$ cat src/rtl/dmem_arbiter.sv
// Two-port round-robin arbiter/sequencer in front of a combinational-read data memory.
// Optional address checking is enabled with `define DMEM_ARB_ALIGN_CHK_EN.
`timescale 1ns/1ps

module dmem_arbiter #(
  parameter int unsigned Width = 32,
  parameter int unsigned DEPTH = 1024
) (
  input  logic             CLK,
  input  logic             RST_N,
  input  logic             REQ0,
  input  logic             REQ1,
  input  logic             WE0,
  input  logic             WE1,
  input  logic [Width-1:0] A0,
  input  logic [Width-1:0] A1,
  input  logic [Width-1:0] WD0,
  input  logic [Width-1:0] WD1,
  output logic             GNT0,
  output logic             GNT1,
  output logic             DONE0,
  output logic             DONE1,
  output logic [Width-1:0] RD,
  output logic             ERR,
  output logic             BUSY,
  output logic [Width-1:0] MEM_A,
  output logic [Width-1:0] MEM_WD,
  output logic             MEM_WE,
  input  logic [Width-1:0] MEM_RD
);

  typedef enum logic {IDLE, ACCESS} state_e;

  state_e           state_q, state_d;
  logic             last_q, last_d;   // 1 = port 1 was granted last
  logic             we_q, we_d;
  logic             rej_q, rej_d;
  logic             win1, sel_we, rej;
  logic [Width-1:0] sel_a, sel_wd;
  logic             gnt0_d, gnt1_d, done0_d, done1_d, err_d, busy_d, mem_we_d;
  logic [Width-1:0] rd_d, mem_a_d, mem_wd_d;

  // Winner select and next-state / next-output computation
  always_comb begin
    win1   = REQ1 & (~REQ0 | ~last_q);
    sel_a  = win1 ? A1  : A0;
    sel_wd = win1 ? WD1 : WD0;
    sel_we = win1 ? WE1 : WE0;
`ifdef DMEM_ARB_ALIGN_CHK_EN
    rej    = (sel_a[1:0] != 2'b00) || (sel_a > Width'(DEPTH - 4));
`else
    rej    = 1'b0;
`endif

    state_d  = state_q;
    last_d   = last_q;
    we_d     = we_q;
    rej_d    = rej_q;
    gnt0_d   = 1'b0;
    gnt1_d   = 1'b0;
    done0_d  = 1'b0;
    done1_d  = 1'b0;
    busy_d   = 1'b0;
    mem_we_d = 1'b0;
    rd_d     = RD;
    err_d    = ERR;
    mem_a_d  = MEM_A;
    mem_wd_d = MEM_WD;

    case (state_q)
      IDLE: begin
        if (REQ0 || REQ1) begin
          state_d  = ACCESS;
          last_d   = win1;
          gnt0_d   = ~win1;
          gnt1_d   = win1;
          busy_d   = 1'b1;
          mem_a_d  = sel_a;
          mem_wd_d = sel_wd;
          mem_we_d = sel_we & ~rej;
          we_d     = sel_we;
          rej_d    = rej;
        end
      end
      ACCESS: begin
        state_d = IDLE;
        done0_d = GNT0;
        done1_d = GNT1;
        err_d   = rej_q;
        if (!we_q && !rej_q) rd_d = MEM_RD;
      end
      default: state_d = IDLE;
    endcase
  end

  // State and registered outputs
  always_ff @(posedge CLK or negedge RST_N) begin
    if (!RST_N) begin
      state_q <= IDLE;
      last_q  <= 1'b1;
      we_q    <= 1'b0;
      rej_q   <= 1'b0;
      GNT0    <= 1'b0;
      GNT1    <= 1'b0;
      DONE0   <= 1'b0;
      DONE1   <= 1'b0;
      RD      <= '0;
      ERR     <= 1'b0;
      BUSY    <= 1'b0;
      MEM_A   <= '0;
      MEM_WD  <= '0;
      MEM_WE  <= 1'b0;
    end else begin
      state_q <= state_d;
      last_q  <= last_d;
      we_q    <= we_d;
      rej_q   <= rej_d;
      GNT0    <= gnt0_d;
      GNT1    <= gnt1_d;
      DONE0   <= done0_d;
      DONE1   <= done1_d;
      RD      <= rd_d;
      ERR     <= err_d;
      BUSY    <= busy_d;
      MEM_A   <= mem_a_d;
      MEM_WD  <= mem_wd_d;
      MEM_WE  <= mem_we_d;
    end
  end

endmodule

$ cat config.mk
export PLATFORM = sky130hd
export DESIGN_NAME = dmem_arbiter
export DESIGN_NICKNAME = d
export VERILOG_FILES = /design/src/rtl/dmem_arbiter.sv
export SDC_FILE = /design/constraint.sdc
export NUM_CORES = 1
export LEC_CHECK = 0
export BUFFER_PORTS_ARGS = -buffer_cell sky130_fd_sc_hd__buf_2
export CAP_MARGIN = 15
export CORE_MARGIN = 8
export CORE_UTILIZATION = 30
export DETAILED_ROUTE_END_ITERATION = 16
export SYNTH_ARGS = -nofsm -noshare
export SYNTH_HDL_FRONTEND = slang
export SYNTH_SLANG_ARGS = --single-unit
$ cat constraint.sdc
create_clock -name CLK -period 1.9 [get_ports CLK]
set_input_delay 0.285 -clock CLK [delete_from_list [all_inputs] [get_ports CLK]]
set_output_delay 0.285 -clock CLK [all_outputs]
set_load 0.02 [all_outputs]
==> results.yml <==
die:
  rows: 43
  core_sq_um: 13800
  die-area_sq_um: 18100
  die_h_microns: 135
  chipWidth_microns: 135
  start_util_pct: 30.5
  pin_count: 269
grt:
  use_met3_pct: 5.20
  grt_pass1_vias: 3980
  gr-usage-all-layers_pct: 14.8
  grt.met2_usage_pct: 24.3
  grt.busiest_layer: "met2"
  antenna_found_initial: 1
  overflow: 0
  use_met1_pct: 18.2
  grt_pass1_wl_mm: 21.4
  grt_max_degree: 67
yosys:
  ys_seq_area_share_pct: 61.6
  synth-seq-cells: 104
  synthDistinctLibCells: 20
  synth_cells: 305
  avgSynthCellArea_sq_um: 13.8
  yosys_warnings: 0
  syn_nets: 471
  synth_top_cell_by_area: "dfrtp_1"
  synth_top_cell_area_share_pct: 61.0
  synthTopCellsByArea: "dfrtp_1 61%, a221o_1 15%, and2_1 9.8%, mux2_2 8.5%, buf_2 1.9%"
  netlist_area_sq_um: 4220
power_and_ir_drop:
  ir_worst_vdd_mv: 0.498
  p_per_area_nw_per_um2: 1260
  p_leak_nw: 3.13
routing:
  vias: 3501
  routed_wl_mm: 13.6
  dr.pass1.iters: 5
  drtAntennaViolNets: 0
  avgViaCountPerCell: 4.66
  route.detailed.drc: 0
  wl_per_cell_microns: 18.1
  first_iter_violations: 184
sta:
  timing.setup.tns_ns: 0
  finalSetupViolations: 0
  rsz0062_at_grt: "false"
  slew_violations: 0
  skew_ns: 0.00978
  worst_slew_pin_slew_ns: 0.572
  fmax_ghz: 0.643
  period_needed_ns: 1.55
  slew_headroom_pct: 61.8
  fin_crit_sh_pct: 81.8
  hold_viol: 0
final_layout:
  final_util_pct: 44.5
  regArea_sq_um: 2600
  drive_gt1_share_pct: 56.8
  area_growth_pct: 45.7
  multi_input_area_sq_um: 1500
  nFillCells: 1318
  nets: 733
  antennaDiodeCount: 0
critical_path:
  rrSetupSlack_ns: 0.35
  path_class: "reg -> reg"
  cp-end-kind: "register"
  worst-path-max-fanout: 43
  crit_arrival_ns: 1.77
  worstPathRequired_ns: 2.11
  start_kind: "register"
place:
  hpwl_mm: 10.7
  io_buffers: 267
  gp_congestion: 0.740
flow_run:
  maxCapViolations: 0
clock_network:
  clockBufferDepth: 2
  postCtsSetupRepairBufs: 0
  htreeDepth: 3
  cts_root_buf: "clkbuf_16"
  clk_latency_ns: 0.33
  clkTransAtPathRegs_ns: 0.07
  cts_buffers: 9
  cts_tree: "yes"
  cts_sinks: 104
worst_hold_path:
  hold_class: "in -> reg"
outcome:
  status: "completed"
==> cell usage in the layout, fill, tap and decap left out, types with 3 or more instances in the layout <==
cell type  netlist  layout
buf_2           16     266
dfrtp_1        103     103
and2_1          66      66
a221o_1         64      64
mux2_2          32      32
clkbuf_16        0       9
buf_12           0       7
clkbuf_1         7       3
==> worst max-delay path, stage by stage (launching register included) <==
cell	delay [ns]
dfrtp_1	0.41
o21bai_4	0.32
buf_12	0.24
and2_1	0.18
a221o_1	0.26
==> worst paths after layout <==
| check | cells past startpoint | end | from |
|---|---|---|---|
| hold reg to reg | 1 | DONE1 | GNT1 |
| max in group asynchronous | 3 | last_q | RST_N |
| min in group asynchronous | 2 | RD[19] | RST_N |
| setup / recovery | 4 | MEM_A[23] | BUSY |
| setup reg to reg | 4 | MEM_A[23] | BUSY |
| hold / removal | 2 | MEM_WD[1] | WD0[1] |
==> cell type report <==
type / count / area share, %
sequential: 104 / 42.3
multi-input combinational: 174 / 24.4
timing repair buffer: 276 / 24.3
clock buffer: 13 / 4.07
tap: 180 / 3.66
clock inverter: 3 / 1.10
inverter: 2 / 0.122
==> cell usage after synthesis <==
cell type and n:
dfrtp_1 103, and2_1 66, a221o_1 64, mux2_2 32
buf_2 16, clkbuf_1 7, nor2_1 3, inv_1 2
a21boi_1 1, a21o_1 1, a21oi_1 1, and2_4 1
and3_1 1, buf_4 1, buf_6 1, conb_1 1
dfstp_2 1, mux2i_1 1, nand2b_1 1, o21bai_1 1
==> logic make-up (layout without fill, tap and decap cells) <==
logic type | Yosys count | in the layout | share of synthesized area, %
flops | 104 | 104 | 61.6
mux | 33 | 33 | 8.77
simple gates | 72 | 72 | 10.5
buf+inv | 27 | 294 | 3.14
other cells | 1 | 1 | 0.0888
compound gates | 68 | 68 | 15.8
==> state kept, by name (all words and copies together) (netlist names) <==
signal  cells
MEM_A      32
MEM_WD     32
RD         32
BUSY        1
DONE0       1
DONE1       1
GNT0        1
GNT1        1
MEM_WE      1
last_q      1
we_q        1
==> layer usage <==
| layer | wire [microns] | share of wire (%) |
|---|---|---|
| met5 | 13 | 0.096 |
| met4 | 146 | 1.1 |
| met3 | 1200 | 8.8 |
| met2 | 6480 | 48 |
| met1 | 5750 | 42 |
==> power by group <==
group          switching, W  leakage [nW]  internal [W]  total [W]
Clock              0.000760         0.150       0.00119    0.00195
Sequential         0.000298          1.26       0.00283    0.00312
Combinational       0.00154          1.72       0.00116    0.00270
==> stage by stage <==
| stage | hold WS (ns) | cells | total power [W] | instance area (sq um) | setup WS [ns] |
|---|---|---|---|---|---|
| after global placement | 0.238 | 735 | 0.00586 | 5830 | 0.375 |
| after detailed placement | 0.237 | 735 | 0.00591 | 5830 | 0.307 |
| after CTS | 0.160 | 752 | 0.00790 | 6150 | 0.331 |
| final | 0.176 | 752 | 0.00777 | 6150 | 0.345 |
| after floorplan | -0.0106 | 305 | 0.00476 | 4220 | 0.396 |
| after global routing | 0.158 | 752 | 0.00824 | 6150 | 0.266 |
==> timing repair <==
item	CTS	global route
endpoints found under the setup margin	0	0
hold buffers	1	0
hold endpoints to repair	25	0
gates resized for setup	0	0
Note: power is estimated with default switching activity, not from simulation.
